**src/rtl/video_timing_gen_if.sv**
```systemverilog
// Video timing bundle between the raster generator and its consumers.
// The generator takes the slave side; the core/video sink drives the master side.
interface video_timing_gen_if #(
  parameter int unsigned COLOR_W = 12
);
  logic               ce_pix;
  logic [4:0]         hoffs;
  logic [3:0]         voffs;
  logic [COLOR_W-1:0] rgb_in;
  logic [8:0]         hpos;
  logic [8:0]         vpos;
  logic [COLOR_W-1:0] rgb_out;
  logic               hblank;
  logic               vblank;
  logic               hsync;
  logic               vsync;
  logic               line_start;
  logic               frame_start;

  modport master (
    output ce_pix, hoffs, voffs, rgb_in,
    input  hpos, vpos, rgb_out, hblank, vblank, hsync, vsync,
           line_start, frame_start
  );

  modport slave (
    input  ce_pix, hoffs, voffs, rgb_in,
    output hpos, vpos, rgb_out, hblank, vblank, hsync, vsync,
           line_start, frame_start
  );
endinterface

```
**src/rtl/video_timing_gen.sv**
```systemverilog
// Parametrised raster timing generator: pixel/line counters on ce_pix, registered
// blanking/sync/RGB, frame-latched signed sync offsets and line/frame strobes.
module video_timing_gen #(
  parameter int unsigned H_TOTAL      = 396,
  parameter int unsigned H_ACT_START  = 25,
  parameter int unsigned H_ACT_END    = 265,
  parameter int unsigned H_SYNC_START = 320,
  parameter int unsigned H_SYNC_LEN   = 31,
  parameter int unsigned V_TOTAL      = 256,
  parameter int unsigned V_ACT_END    = 224,
  parameter int unsigned V_SYNC_START = 226,
  parameter int unsigned V_SYNC_LEN   = 5,
  parameter int unsigned HPOS_BIAS    = 24,
  parameter int unsigned COLOR_W      = 12
) (
  input  logic             clk_sys,
  input  logic             reset,
  video_timing_gen_if.slave vid
);

  localparam int unsigned HW = $clog2(H_TOTAL);
  localparam int unsigned VW = $clog2(V_TOTAL);

  if (H_SYNC_LEN >= H_TOTAL) begin : g_bad_hsync_len
    $error("H_SYNC_LEN must be smaller than H_TOTAL");
  end
  if (V_SYNC_LEN >= V_TOTAL) begin : g_bad_vsync_len
    $error("V_SYNC_LEN must be smaller than V_TOTAL");
  end
  if (!(H_ACT_START < H_ACT_END && H_ACT_END <= H_TOTAL)) begin : g_bad_hact
    $error("need H_ACT_START < H_ACT_END <= H_TOTAL");
  end

  logic [HW-1:0]      hcnt_q, hcnt_d;
  logic [VW-1:0]      vcnt_q, vcnt_d;
  logic signed [4:0]  hoffs_q, hoffs_d;
  logic signed [3:0]  voffs_q, voffs_d;
  logic               hblank_q, hblank_d;
  logic               vblank_q, vblank_d;
  logic               hsync_q, hsync_d;
  logic               vsync_q, vsync_d;
  logic               line_start_q, line_start_d;
  logic               frame_start_q, frame_start_d;
  logic [COLOR_W-1:0] rgb_q, rgb_d;

  logic line_end, last_line, hs_win, vs_win;

  // Window start/end are folded into [0,total) with one correction each; the
  // legal offset ranges keep start+offs within one total of the valid range.
  function automatic logic sync_win(input int cnt, input int start, input int offs,
                                    input int len, input int total);
    int b;
    int e;
    b = start + offs;
    if (b < 0) b = b + total;
    else if (b >= total) b = b - total;
    e = b + len;
    if (e >= total) e = e - total;
    if (b < e) return (cnt >= b) && (cnt < e);
    return (cnt >= b) || (cnt < e);
  endfunction

  assign line_end  = (int'(hcnt_q) == int'(H_TOTAL) - 1);
  assign last_line = (int'(vcnt_q) == int'(V_TOTAL) - 1);

  assign hs_win = sync_win(int'(hcnt_q), int'(H_SYNC_START), int'(hoffs_q),
                           int'(H_SYNC_LEN), int'(H_TOTAL));
  assign vs_win = sync_win(int'(vcnt_q), int'(V_SYNC_START), int'(voffs_q),
                           int'(V_SYNC_LEN), int'(V_TOTAL));

  always_comb begin
    hcnt_d        = hcnt_q;
    vcnt_d        = vcnt_q;
    hoffs_d       = hoffs_q;
    voffs_d       = voffs_q;
    hblank_d      = hblank_q;
    vblank_d      = vblank_q;
    hsync_d       = hsync_q;
    vsync_d       = vsync_q;
    line_start_d  = line_start_q;
    frame_start_d = frame_start_q;
    rgb_d         = rgb_q;
    if (vid.ce_pix) begin
      if (line_end) begin
        hcnt_d = '0;
        vcnt_d = last_line ? '0 : vcnt_q + VW'(1);
      end else begin
        hcnt_d = hcnt_q + HW'(1);
      end
      if (line_end && last_line) begin
        hoffs_d = $signed(vid.hoffs);
        voffs_d = $signed(vid.voffs);
      end
      // Flags sample the pre-increment counters, so they lag hcnt/vcnt by one ce.
      hblank_d      = (int'(hcnt_q) < int'(H_ACT_START)) || (int'(hcnt_q) >= int'(H_ACT_END));
      vblank_d      = (int'(vcnt_q) >= int'(V_ACT_END));
      hsync_d       = hs_win;
      vsync_d       = vs_win;
      rgb_d         = (hblank_d || vblank_d) ? '0 : vid.rgb_in;
      line_start_d  = (hcnt_q == '0);
      frame_start_d = (hcnt_q == '0) && (vcnt_q == '0);
    end
  end

  always_ff @(posedge clk_sys or posedge reset) begin
    if (reset) begin
      hcnt_q        <= '0;
      vcnt_q        <= '0;
      hoffs_q       <= '0;
      voffs_q       <= '0;
      hblank_q      <= 1'b0;
      vblank_q      <= 1'b0;
      hsync_q       <= 1'b0;
      vsync_q       <= 1'b0;
      line_start_q  <= 1'b0;
      frame_start_q <= 1'b0;
      rgb_q         <= '0;
    end else begin
      hcnt_q        <= hcnt_d;
      vcnt_q        <= vcnt_d;
      hoffs_q       <= hoffs_d;
      voffs_q       <= voffs_d;
      hblank_q      <= hblank_d;
      vblank_q      <= vblank_d;
      hsync_q       <= hsync_d;
      vsync_q       <= vsync_d;
      line_start_q  <= line_start_d;
      frame_start_q <= frame_start_d;
      rgb_q         <= rgb_d;
    end
  end

  assign vid.hpos        = 9'(hcnt_q) - 9'(HPOS_BIAS);
  assign vid.vpos        = 9'(vcnt_q);
  assign vid.rgb_out     = rgb_q;
  assign vid.hblank      = hblank_q;
  assign vid.vblank      = vblank_q;
  assign vid.hsync       = hsync_q;
  assign vid.vsync       = vsync_q;
  assign vid.line_start  = line_start_q;
  assign vid.frame_start = frame_start_q;

endmodule

```
**src/flat_wrapper.sv**
```systemverilog
// flat-port wrapper written by rule: the top's interface ports become plain ports
module video_timing_gen_flat 
#(
  parameter int unsigned H_TOTAL      = 396,
  parameter int unsigned H_ACT_START  = 25,
  parameter int unsigned H_ACT_END    = 265,
  parameter int unsigned H_SYNC_START = 320,
  parameter int unsigned H_SYNC_LEN   = 31,
  parameter int unsigned V_TOTAL      = 256,
  parameter int unsigned V_ACT_END    = 224,
  parameter int unsigned V_SYNC_START = 226,
  parameter int unsigned V_SYNC_LEN   = 5,
  parameter int unsigned HPOS_BIAS    = 24,
  parameter int unsigned COLOR_W      = 12
)
  (clk_sys, reset, vid_ce_pix, vid_hoffs, vid_voffs, vid_rgb_in, vid_hpos, vid_vpos, vid_rgb_out, vid_hblank, vid_vblank, vid_hsync, vid_vsync, vid_line_start, vid_frame_start);
  video_timing_gen_if #(.COLOR_W(COLOR_W)) vid_i ();
  input  logic clk_sys;
  input  logic reset;
  input wire logic [$bits(vid_i.ce_pix)-1:0] vid_ce_pix;
  input wire logic [$bits(vid_i.hoffs)-1:0] vid_hoffs;
  input wire logic [$bits(vid_i.voffs)-1:0] vid_voffs;
  input wire logic [$bits(vid_i.rgb_in)-1:0] vid_rgb_in;
  output wire logic [$bits(vid_i.hpos)-1:0] vid_hpos;
  output wire logic [$bits(vid_i.vpos)-1:0] vid_vpos;
  output wire logic [$bits(vid_i.rgb_out)-1:0] vid_rgb_out;
  output wire logic [$bits(vid_i.hblank)-1:0] vid_hblank;
  output wire logic [$bits(vid_i.vblank)-1:0] vid_vblank;
  output wire logic [$bits(vid_i.hsync)-1:0] vid_hsync;
  output wire logic [$bits(vid_i.vsync)-1:0] vid_vsync;
  output wire logic [$bits(vid_i.line_start)-1:0] vid_line_start;
  output wire logic [$bits(vid_i.frame_start)-1:0] vid_frame_start;
  assign vid_i.ce_pix = vid_ce_pix;
  assign vid_i.hoffs = vid_hoffs;
  assign vid_i.voffs = vid_voffs;
  assign vid_i.rgb_in = vid_rgb_in;
  assign vid_hpos = vid_i.hpos;
  assign vid_vpos = vid_i.vpos;
  assign vid_rgb_out = vid_i.rgb_out;
  assign vid_hblank = vid_i.hblank;
  assign vid_vblank = vid_i.vblank;
  assign vid_hsync = vid_i.hsync;
  assign vid_vsync = vid_i.vsync;
  assign vid_line_start = vid_i.line_start;
  assign vid_frame_start = vid_i.frame_start;
  video_timing_gen #(.H_TOTAL(H_TOTAL), .H_ACT_START(H_ACT_START), .H_ACT_END(H_ACT_END), .H_SYNC_START(H_SYNC_START), .H_SYNC_LEN(H_SYNC_LEN), .V_TOTAL(V_TOTAL), .V_ACT_END(V_ACT_END), .V_SYNC_START(V_SYNC_START), .V_SYNC_LEN(V_SYNC_LEN), .HPOS_BIAS(HPOS_BIAS), .COLOR_W(COLOR_W)) u_core (.clk_sys(clk_sys), .reset(reset), .vid(vid_i));
endmodule
```
**config.mk**
```make
export PLATFORM = sky130hd
export DESIGN_NAME = video_timing_gen_flat
export DESIGN_NICKNAME = d
export VERILOG_FILES = /design/src/rtl/video_timing_gen_if.sv /design/src/rtl/video_timing_gen.sv /design/src/flat_wrapper.sv
export SDC_FILE = /design/constraint.sdc
export NUM_CORES = 1
export LEC_CHECK = 0
export CAP_MARGIN = 15
export CELL_PAD_IN_SITES_DETAIL_PLACEMENT = 1
export CELL_PAD_IN_SITES_GLOBAL_PLACEMENT = 1
export CORE_AREA = 2 2 115 117
export DETAILED_ROUTE_END_ITERATION = 12
export DIE_AREA = 0 0 117 119
export GPL_ROUTABILITY_DRIVEN = 1
export PLACE_DENSITY_LB_ADDON = 0.1
export SLEW_MARGIN = 0
export SYNTH_ARGS = -nofsm -noshare
export SYNTH_HDL_FRONTEND = slang
export SYNTH_SLANG_ARGS = --single-unit
```
**constraint.sdc**
```tcl
create_clock -name clk_sys -period 6.6 [get_ports clk_sys]
set_clock_uncertainty 0.05 [all_clocks]
set_input_delay 0.99 -clock clk_sys [delete_from_list [all_inputs] [get_ports clk_sys]]
set_output_delay 0.99 -clock clk_sys [all_outputs]
set_load 0.03 [all_outputs]
```
# [Word-level counts from Yosys, hierarchy flattened]
# Cells that the tools add are included.
[totals] register_bits=44 wordCells=68 output_inout_bits=36
[classes] n_eq_ne=2 magnitude_cmp=15 addsub=13 n_mux=15 reduce_logical=12
[op_table] cell="$mux 32" count=6
[op_table] cell="$ge 32x10->1 const B" count=4
[op_table] cell="$sub 32x10->32 const B" count=4
[op_table] cell="$add 32x10->32 const B" count=2
[op_table] cell="$lt 32x1->1 const B" count=2
[op_table] cell="$lt 32x32->1" count=2
[op_table] cell="$add 32x4->32 const B" count=1
[op_table] cell="$add 32x6->32 const B" count=1
[op_table] cell="$ge 10x32->1" count=1
[op_table] cell="$ge 9x32->1" count=1
[op_table] cell="$lt 10x32->1" count=1
[op_table] cell="$lt 9x32->1" count=1
[op_table] cell="$mux 12" count=1
[op_table] cell="$add 10x5->11 const A" count=1
[op_table] cell="$add 9x4->10 const A" count=1
[op_table] cell="$add 9x1->9 const B" count=1
[op_table] cell="$eq 9x8->1 const B" count=1
[op_table] cell="$ge 9x9->1 const B" count=1
[op_table] cell="$logic_not 9->1" count=1
[op_table] cell="$lt 9x5->1 const B" count=1
[op_table] cell="$mux 9" count=1
[op_table] cell="$sub 9x5->9 const B" count=1
[op_table] cell="$add 8x1->8 const B" count=1
[op_table] cell="$eq 8x1->1 const B" count=1
[op_table] cell="other kinds (7)" count=19

# [Logic depth before layout (Yosys ltp)]
# Gate-level depths: netlist (run 1).
[logic_depth] ltp_word=11 ltp_mapped=12 ltp_nobuf=12

# [Worst setup path before layout (run 1)]
# No wires, ideal clock.
[synth_timing] kind="register -> register" start="register u_core.voffs_q[1]" end="register u_core.vsync_q, in the netlist u_core.vid.vsync" t_required_ns=6.486 t_arrival_ns=2.317 setup_slack_ns=4.169 path_stages_with_launch=12 synth_period_minus_slack_ns=2.431 setup_ns=0.064 path_cell_list="dfrtp_1 -> ha_1 -> inv_1 -> ha_1 -> or3_4 -> nor2_1 -> ha_1 -> a21o_1 -> a21oi_1 -> o21ai_0 -> o211ai_1 -> a31o_2"
[synth_between] elab_chain_cells=11 word_cells_on_any_way=19 cone_classes="add/sub: 5; order compare: 6; mux: 6; reduce/logical: 2"
[synth_rtl] item="start, declared" line_no="video_timing_gen.sv:37" source="logic signed [3:0] voffs_q, voffs_d;"
[synth_rtl] item="start signal, assigned" line_no="video_timing_gen.sv:122" source="voffs_q <= voffs_d;"
[synth_rtl] item="$add 9x4->10 *" line_no="video_timing_gen.sv:54" source="b = start + offs;"
[synth_rtl] item="$sub 32x10->32 / $ge 32x10->1 (equally long branches)" line_no="video_timing_gen.sv:56" source="else if (b >= total) b = b - total;"
[synth_rtl] item="$mux 32" line_no="video_timing_gen.sv:56"
[synth_rtl] item="$mux 32 *" line_no="video_timing_gen.sv:55" source="if (b < 0) b = b + total;"
[synth_rtl] item="$add 32x4->32" line_no="video_timing_gen.sv:57" source="e = b + len;"
[synth_rtl] item="$sub 32x10->32 / $ge 32x10->1 (equally long branches)" line_no="video_timing_gen.sv:58" source="if (e >= total) e = e - total;"
[synth_rtl] item="$mux 32" line_no="video_timing_gen.sv:58"
[synth_rtl] item="$lt 9x32->1" line_no="video_timing_gen.sv:59, video_timing_gen.sv:60"
[synth_rtl] item="$logic_and 1x1->1" line_no="video_timing_gen.sv:59" source="if (b < e) return (cnt >= b) && (cnt < e);"
[synth_rtl] item="$mux 1" line_no="video_timing_gen.sv:59"
[synth_rtl] item="$mux 1 *" line_no="video_timing_gen.sv:60" source="return (cnt >= b) || (cnt < e);"
[synth_rtl] item="end signal, assigned" line_no="video_timing_gen.sv:126" source="vsync_q <= vsync_d;"
[synth_rtl] item="end, declared" line_no="video_timing_gen.sv:41" source="logic vsync_q, vsync_d;"
# Every way passes the cells marked *; elsewhere a longest branch is shown, timed or not. The select of a mux whose other input is x is not followed.
# A chain may end at the register's enable or synchronous reset.

# [Worst setup path after layout (run 1)]
[layout_timing] start="input port vid_ce_pix" end="register u_core.hoffs_q[3]"
[layout_between] elab_chain_cells=1
[layout_rtl] item="start, declared" line_no="flat_wrapper.sv:20" source="input wire logic [$bits(vid_i.ce_pix)-1:0] vid_ce_pix;"
[layout_rtl] item="$reduce_and 2->1 (no line)"
[layout_rtl] item="end signal, assigned" line_no="video_timing_gen.sv:121" source="hoffs_q <= hoffs_d;"
[layout_rtl] item="end, declared" line_no="video_timing_gen.sv:36" source="logic signed [4:0] hoffs_q, hoffs_d;"
# Every way passes these cells.

==> qor.yml, run 1 <==
period_share_pct: 52.5
ctsResizeCount: 0
num_vias: 2439
worstSetupEndpointType: "flop"
ys_warn_count: 0
power-per-cell-area_nw_per_um2: 283
internal-power_mw: 0.677
cellLeakagePower_nw: 1.80
r2r_slack_ps: 3840
areaGrowthSynthToFinish_pct: 27.1
drt-vias-per-instance: 4.52
r2r_end: "u_core.vid.vsync"
grt_max_degree: 45
clk_latency_ps: 290
synth_top_area_cell: "dfrtp_1"
synth_edf_count: 0
ir_drop_v: 0.000117
core_um2: 12900
dieWidth_um: 117
yosys_register_bits: 44
syn_area_um2: 3120
ys_seq_area_share_pct: 35.3
tns_ps: 0
cts_tree: "done"
drive_gt1_share_pct: 7.42
slew_headroom_pct: 36.0
gp_congestion: 0.734
min_to: "u_core.vid.vblank"
grt_pass1_wl_um: 13200
multi_input_area_um2: 1790
switchingPower_mw: 0.445
outcome: "finished, final reports clean"
cts_buffer_depth: 2
path_clk_slew_ps: 60
crit_arrival_ps: 3580
cp.required_ps: 6720
crit_type: "in -> reg"
antenna_left: 0
drc: 0
clock-sinks: 44
gr-total-overflow: 0
period_needed_ps: 3460
seq_area_um2: 1100
hold_viol: 0
synth_top_cells_by_area: "dfrtp_1 (35%), ha_1 (19%), xnor2_1 (3.9%)"
synth_top_area_share_pct: 35.3
dp_cells: 532
instances_no_fill: 540
maxCapViolCount: 0
start_kind: "input port"
drt_iter0_drc: 95
yosysUniqueCellTypes: 52
final_nets: 434
wl_per_cell_um: 14.9
nFillCells: 1465
cts_buffers: 5
p_clk_share_pct: 22.7
ys.flop_type: "dfrtp_1"
routed_wirelength_um: 8020
die_area_um2: 13900
rsz0062_at_grt: "no"
slew_violations: 0
synth_most_common_cell: "ha_1"
hold_path.class: "reg -> reg"
min_path_cells: 2
tightest_slew_ps: 958
fmax_ghz: 0.289
synthCells: 314
grt_usage_pct: 12.2
hold_start: "u_core.vid.vblank"
dp_hpwl_um: 6130
syn_nets: 385
seqPwrFrac_pct: 34.9
holdBufCountCts: 0
start_util_pct: 24.2
setup_viol: 0
grt_pass1_vias: 2451
swShare_pct: 39.7
io_buffers: 58
avgSynthCellArea_um2: 9.94
root_buffer: "clkbuf_16"
comb_power_share_pct: 42.4
cts_setup_buffers: 0
antenna_found_initial: 0
worstRegToRegCells: 11
fin_util_pct: 30.8
rows: 42
worstPathMaxFanout: 13
die_y_um: 119
reg2reg_from: "u_core.voffs_q[1]"
h-tree-depth: 2
first_pass_iters: 4
synthArstFlopShare_pct: 100
io_pins: 60
synthTopCellsByCount: "ha_1 (47), dfrtp_1 (44), inv_1 (32), a21oi_1 (16), nand2_1 (15)"
antenna_cells: 0
## power groups by stage
stage | Clock [mW] | Combinational [mW] | Sequential [mW]
final | 0.255 | 0.476 | 0.391
after global routing | 0.280 | 0.521 | 0.403
after CTS | 0.266 | 0.484 | 0.395
after detailed placement | 0 | 0.482 | 0.400
after global placement | 0 | 0.480 | 0.400
after floorplan | 0 | 0.286 | 0.406
## flip-flops by register name (all words and copies together) (netlist names), 4 cells and up
register / flops
u_core.voffs_q: 4
u_core.hoffs_q: 5
u_core.vcnt_q: 8
u_core.vid.rgb_out: 12
u_core.hcnt_q: 9
## worst max-delay path by stage
stage	startpoint	to	slack, ps	cells after the start
after detailed placement	vid_ce_pix	u_core.voffs_q[3]	2750	5
after global placement	vid_ce_pix	u_core.hoffs_q[0]	2870	5
final	vid_ce_pix	u_core.hoffs_q[3]	3140	5
after CTS	vid_ce_pix	u_core.hoffs_q[3]	3060	5
after global routing	vid_ce_pix	u_core.hoffs_q[3]	2940	5
after floorplan	u_core.voffs_q[1]	u_core.vid.vsync	4170	11
## final cells by class
class                   instances  share of cell area (%)
flip-flops and latches         44                    27.8
multi-input cells             221                    45.1
clock inverters                 1                   0.189
well taps                     176                    5.55
repair buffers                 58                    14.6
clock buffers                   7                    3.60
inverters                      33                    3.12
## layout by cell type, fill, tap and decap left out, types with 2 or more instances in the layout
master	n
a211oi_1	4
a21o_1	3
a21oi_1	16
a22o_1	13
and2_1	4
and3_1	4
and4_1	2
clkbuf_16	5
clkdlybuf4s50_1	58
dfrtp_1	44
ha_1	47
inv_1	31
mux2_2	2
mux2_4	7
nand2_1	15
nand2b_1	3
nand3_1	11
nand4_1	7
nand4_2	2
nor2_1	14
nor3_1	6
o2111ai_1	2
o211ai_1	2
o21ai_0	13
o22ai_1	2
o2bb2ai_1	2
or3_1	4
xnor2_1	14
xor2_1	3
## worst max-delay path, cell delays in order
cell,delay [ps]
clkdlybuf4s50_1,750
nor3b_2,280
nor4b_4,590
nand4_2,520
mux2_4,440
## stage by stage
stage	total power, mW	worst slack [ps]	area [um^2]	hold WS (ps)
2_1_floorplan	0.693	4170	3120	453
3_3_place_gp	0.880	2870	3810	423
3_5_place_dp	0.882	2750	3810	426
4_1_cts	1.15	3060	3970	443
5_1_grt	1.20	2940	3970	474
6_report	1.12	3140	3970	438
## logic make-up after synthesis
kind of cell	after synthesis	synth area share [%]
AOI/OAI and AO/OA	65	14.2
xor gates and xnor gates	17	4.77
adders and majority gates	47	18.8
buffers and inverters	49	7.38
DFF	44	35.3
muxes	10	4.41
other	1	0.120
and+or+nand+nor	81	15.0
## routing by layer
metal / wire (um) / GRT usage, %
met5: 0 / 0
met4: 82 / 3.53
met2: 3500 / 18.2
met1: 4070 / 17.6
met3: 373 / 2.70
No activity file was read; power rests on OpenSTA's default activity.
==> inputs of run 2 (changes only) <==
==> constraint.sdc (replaced) <==
create_clock -name clk_sys -period 3.55 [get_ports clk_sys]
set_clock_uncertainty 0.05 [all_clocks]
set_input_delay 0.5325 -clock clk_sys [delete_from_list [all_inputs] [get_ports clk_sys]]
set_output_delay 0.5325 -clock clk_sys [all_outputs]
set_load 0.03 [all_outputs]
==> qor.yml, run 2 (synthesis results as in run 1) <==
worstPathMaxFanout: 14  # +1
root_buffer: "clkbuf_16"
grt_usage_pct: 12.3  # +0.074 points
antenna_found_initial: 0  # unchanged
num_vias: 2461  # +0.90%
drt_iter0_drc: 50  # -47%
cts_buffer_depth: 2  # unchanged
tns_ps: 0  # unchanged
die_area_um2: 13900  # unchanged
cts_setup_buffers: 0  # unchanged
min_to: "u_core.vid.vblank"
die_y_um: 119  # unchanged
rows: 42  # unchanged
tightest_slew_ps: 976  # +18.1 ps
power-per-cell-area_nw_per_um2: 542  # +91%
drc: 0  # unchanged
worstRegToRegCells: 11  # unchanged
clk_latency_ps: 290  # about the same
antenna_cells: 0  # unchanged
period_needed_ps: 2930
grt_pass1_vias: 2589  # +5.6%
hold_viol: 0  # unchanged
final_area_um2: 4020  # +1.3%
drive_gt1_share_pct: 8.45  # +1.0 points
largest_register_ffs: 12  # unchanged
cp.required_ps: 2970  # -3750 ps
seq_area_um2: 1100  # unchanged
antenna_left: 0  # unchanged
nFillCells: 1481  # +1.1%
holdBufCountCts: 0  # unchanged
crit_arrival_ps: 2350  # -1230 ps
io_pins: 60  # unchanged
worstSetupEndpointType: "output pin"
setup_viol: 0  # unchanged
period_share_pct: 82.7
wl_per_cell_um: 14.7  # -0.95%
io_buffers: 58  # unchanged
routed_wirelength_um: 7990  # -0.40%
cts_tree: "done"
fin_util_pct: 31.2  # +0.39 points
slew_violations: 0  # unchanged
reg2reg_from: "u_core.voffs_q[1]"
dp_hpwl_um: 6100  # -0.39%
mostFrequentLayoutCells: "clkdlybuf4s50_1 (58), ha_1 (47), dfrtp_1 (44), inv_1 (31), a21oi_1 (16)"
outcome: "finished, final reports clean"
core_um2: 12900  # unchanged
r2r_end: "u_core.vid.vsync"
start_kind: "flop"
clock-sinks: 44  # unchanged
areaGrowthSynthToFinish_pct: 28.7
multi_input_area_um2: 1790  # unchanged
maxCapViolCount: 0  # unchanged
placedInstanceArea_um2: 3840  # +0.59%
grt_pass1_wl_um: 13500  # +2.4%
hold_path.class: "reg -> reg"
final_common_cell: "clkdlybuf4s50_1"
final_nets: 437  # +0.69%
crit_type: "reg -> out"
slew_headroom_pct: 34.8  # -1.2 points
ctsResizeCount: 0  # unchanged
hold_start: "u_core.vid.vblank"
start_util_pct: 24.2  # unchanged
cts_buffers: 5  # unchanged
fmax_ghz: 0.341
drt-vias-per-instance: 4.53  # +0.34%
gr-total-overflow: 0  # unchanged
h-tree-depth: 2  # unchanged
dieWidth_um: 117  # unchanged
rsz0062_at_grt: "no"
grt_max_degree: 45  # unchanged
gp_congestion: 0.739  # +0.65%
min_path_cells: 2  # unchanged
path_clk_slew_ps: 70  # about the same
r2r_slack_ps: 850  # -2990 ps
cellLeakagePower_nw: 1.83  # +1.8%
ir_drop_v: 0.000212  # +81%
first_pass_iters: 4  # unchanged
[run 2: worst max-delay path, stage by stage (launching register included)]
cell             delay (ps)
dfrtp_1                 600
or3_1                   480
a21oi_1                 160
xnor2_1                 140
clkdlybuf4s50_1         680
[run 2: stage by stage]
step	setup slack, ps	power, mW	std cells	hold WS, ps
floorplan	1120	1.29	314	453
finish	615	2.18	543	438
CTS	583	2.23	543	441
detailed placement	643	1.65	535	424
global placement	668	1.64	535	418
global route	499	2.33	543	476
[run 2: layout make-up]
cell class                 instances  share of cell area [%]
clock inverter                     2                   0.966
tap                              176                    5.48
sequential                        44                    27.4
inverter                          33                    3.09
clock buffer                       6                    3.46
timing repair buffer              61                    15.0
multi-input combinational        221                    44.6
[run 2: worst max-delay path by stage]
stage,start,to,slack (ps),cells past startpoint
after detailed placement,vid_ce_pix,u_core.hoffs_q[1],640,5
after CTS,u_core.hcnt_q[6],vid_hpos[8],580,4
after global routing,u_core.hcnt_q[6],vid_hpos[8],500,4
after global placement,vid_ce_pix,u_core.hoffs_q[3],670,5
final,u_core.hcnt_q[6],vid_hpos[8],620,4
after floorplan,u_core.voffs_q[1],u_core.vid.vsync,1120,11
[run 2: routing by layer]
metal / GRT usage, % / vias to the layer above / wire [um]
met4: 2.43 / 0 / 65
met3: 2.95 / 8 / 367
li1: - / 1208 / -
met1: 17.1 / 1193 / 3980
met5: 0 / - / 0
met2: 19.3 / 52 / 3580
[run 2: power by group]
part           internal, mW  switching, mW
logic                 0.407          0.512
clock network         0.353          0.201
registers             0.580          0.122
total                  1.34          0.836
==> inputs of run 3 (changes only) <==
==> constraint.sdc (replaced) <==
create_clock -name clk_sys -period 2.7 [get_ports clk_sys]
set_clock_uncertainty 0.05 [all_clocks]
set_input_delay 0.405 -clock clk_sys [delete_from_list [all_inputs] [get_ports clk_sys]]
set_output_delay 0.405 -clock clk_sys [all_outputs]
set_load 0.03 [all_outputs]
==> qor.yml, run 3 (synthesis results as in run 1) <==
final_nets: 451  # +3.2%
outcome: "finished, final reports clean"
cts_buffer_depth: 2  # unchanged
clk_latency_ps: 290  # about the same
drc: 0  # unchanged
antenna_cells: 0  # unchanged
antenna_left: 0  # unchanged
die_area_um2: 13900  # unchanged
root_buffer: "clkbuf_16"
slew_headroom_pct: 64.0  # +29 points
cpMaxStageDelayCell: "dfrtp_1"
num_vias: 2492  # +1.3%
worstSetupEndpointType: "flop"
maxCapViolCount: 0  # unchanged
routed_wirelength_um: 8290  # +3.7%
power-per-cell-area_nw_per_um2: 688  # +27%
wl_per_cell_um: 14.9  # +1.1%
mostFrequentLayoutCells: "clkdlybuf4s50_1 (58), ha_1 (46), dfrtp_1 (44), inv_1 (31)"
hold_path.class: "in -> async"
path_delay_family: "adder cells"
gr-total-overflow: 0  # unchanged
rows: 42  # unchanged
rsz0062_at_grt: "no"
period_share_pct: 95.8
antenna_found_initial: 0  # unchanged
grt_pass1_vias: 2561  # -1.1%
drt_iter0_drc: 62  # +24%
largest_register_ffs: 12  # unchanged
grt_pass1_wl_um: 13600  # +1.2%
core_um2: 12900  # unchanged
nFillCells: 1468  # -0.88%
cp.required_ps: 2880  # -90 ps
cts_buffers: 5  # unchanged
slew_violations: 0  # unchanged
start_util_pct: 24.2  # unchanged
fmax_ghz: 0.386
cts_tree: "done"
final_common_cell: "clkdlybuf4s50_1"
areaGrowthSynthToFinish_pct: 31.8
instances_no_fill: 557  # +2.6%
crit_arrival_ps: 2770  # +420 ps
finalPower_mw: 2.83  # +30%
io_pins: 60  # unchanged
ir_drop_v: 0.000299  # +41%
io_buffers: 58  # unchanged
gp_congestion: 0.727  # -1.7%
h-tree-depth: 2  # unchanged
dp_hpwl_um: 6420  # +5.1%
dp_cells: 547  # +2.2%
worstPathMaxFanout: 7  # -7
dieWidth_um: 117  # unchanged
final_area_um2: 4110  # +2.5%
clock-sinks: 44  # unchanged
fin_util_pct: 32.0  # +0.77 points
crit_chain: "ha_1 > inv_1 > ha_2 > or3_4 > nor2_2 > ha_1 > a21o_1 > a21oi_1 > o21ai_0 > o211ai_1 > a31o_2"
setup_viol: 0  # unchanged
die_y_um: 119  # unchanged
cellLeakagePower_nw: 1.88  # +3.0%
grt_max_degree: 24  # -47%
hold_viol: 0  # unchanged
start_kind: "flop"
cpMostUsedCell: "ha_1"
drt-vias-per-instance: 4.47  # -1.3%
first_pass_iters: 4  # unchanged
critical_path.max_stage_delay_ps: 420  # -260 ps
crit_type: "reg -> reg"
placedInstanceArea_um2: 3940  # +2.7%
tightest_slew_ps: 539  # -437 ps
drive_gt1_share_pct: 12.3  # +3.9 points
grt_usage_pct: 12.5  # +0.22 points
period_needed_ps: 2590
crit_buf_inv: 1  # unchanged
tns_ps: 0  # unchanged
path_clk_slew_ps: 60  # about the same
## run 3: path summary, 6_finish.rpt
kind,slack (ps),endpoint,from,cells after the start
max,110,u_core.vid.vsync,u_core.voffs_q[2],11
max in group asynchronous,1640,u_core.hoffs_q[4],reset,3
min,430,u_core.vid.rgb_out[10],reset,2
min reg2reg,440,u_core.vid.vblank,u_core.vid.vblank,2
max reg2reg,110,u_core.vid.vsync,u_core.voffs_q[2],11
min in group clk_sys,440,u_core.vid.vblank,u_core.vid.vblank,2
## run 3: worst register-to-register path, stage by stage (launching register included)
cell and delay, ps:
dfrtp_1 420, ha_1 200, inv_1 60, ha_2 310
or3_4 420, nor2_2 160, ha_1 260, a21o_1 180
a21oi_1 120, o21ai_0 110, o211ai_1 100, a31o_2 170
## run 3: power breakdown
part | switching (mW) | total, mW | internal [mW]
logic | 0.775 | 1.35 | 0.571
registers | 0.0784 | 0.842 | 0.764
clock network | 0.273 | 0.642 | 0.369
total | 1.13 | 2.83 | 1.70
## run 3: layout make-up
class	instances	area (um^2)	area share, %
clock buffer	6	139	3.38
clock inverter	2	15.0	0.365
inverter	33	124	3.01
multi-input combinational	221	1790	43.6
sequential	44	1100	26.8
tap	176	220	5.35
timing repair buffer	75	721	17.5
## run 3: layer usage
| metal | track usage, % | up-vias | part of all wire, % |
|---|---|---|---|
| met1 | 18.2 | 1206 | 51 |
| li1 | - | 1233 | - |
| met2 | 18.8 | 49 | 44 |
| met4 | 2.65 | 0 | 0.71 |
| met3 | 2.80 | 4 | 4.2 |
| met5 | 0 | - | 0 |
## run 3: stage by stage
| step | hold WS, ps | worst slack [ps] |
|---|---|---|
| floorplan | 453 | 269 |
| global placement | 418 | 110 |
| detailed placement | 426 | 0.681 |
| CTS | 443 | 31.2 |
| global route | 462 | 0.988 |
| finish | 432 | 112 |
## run 3: timing repair
action / in CTS / in global routing
buffers inserted: 2 / 0
gates resized for setup: 0 / 3
hold buffers: 0 / 0
setup endpoints to repair: 1 / 1
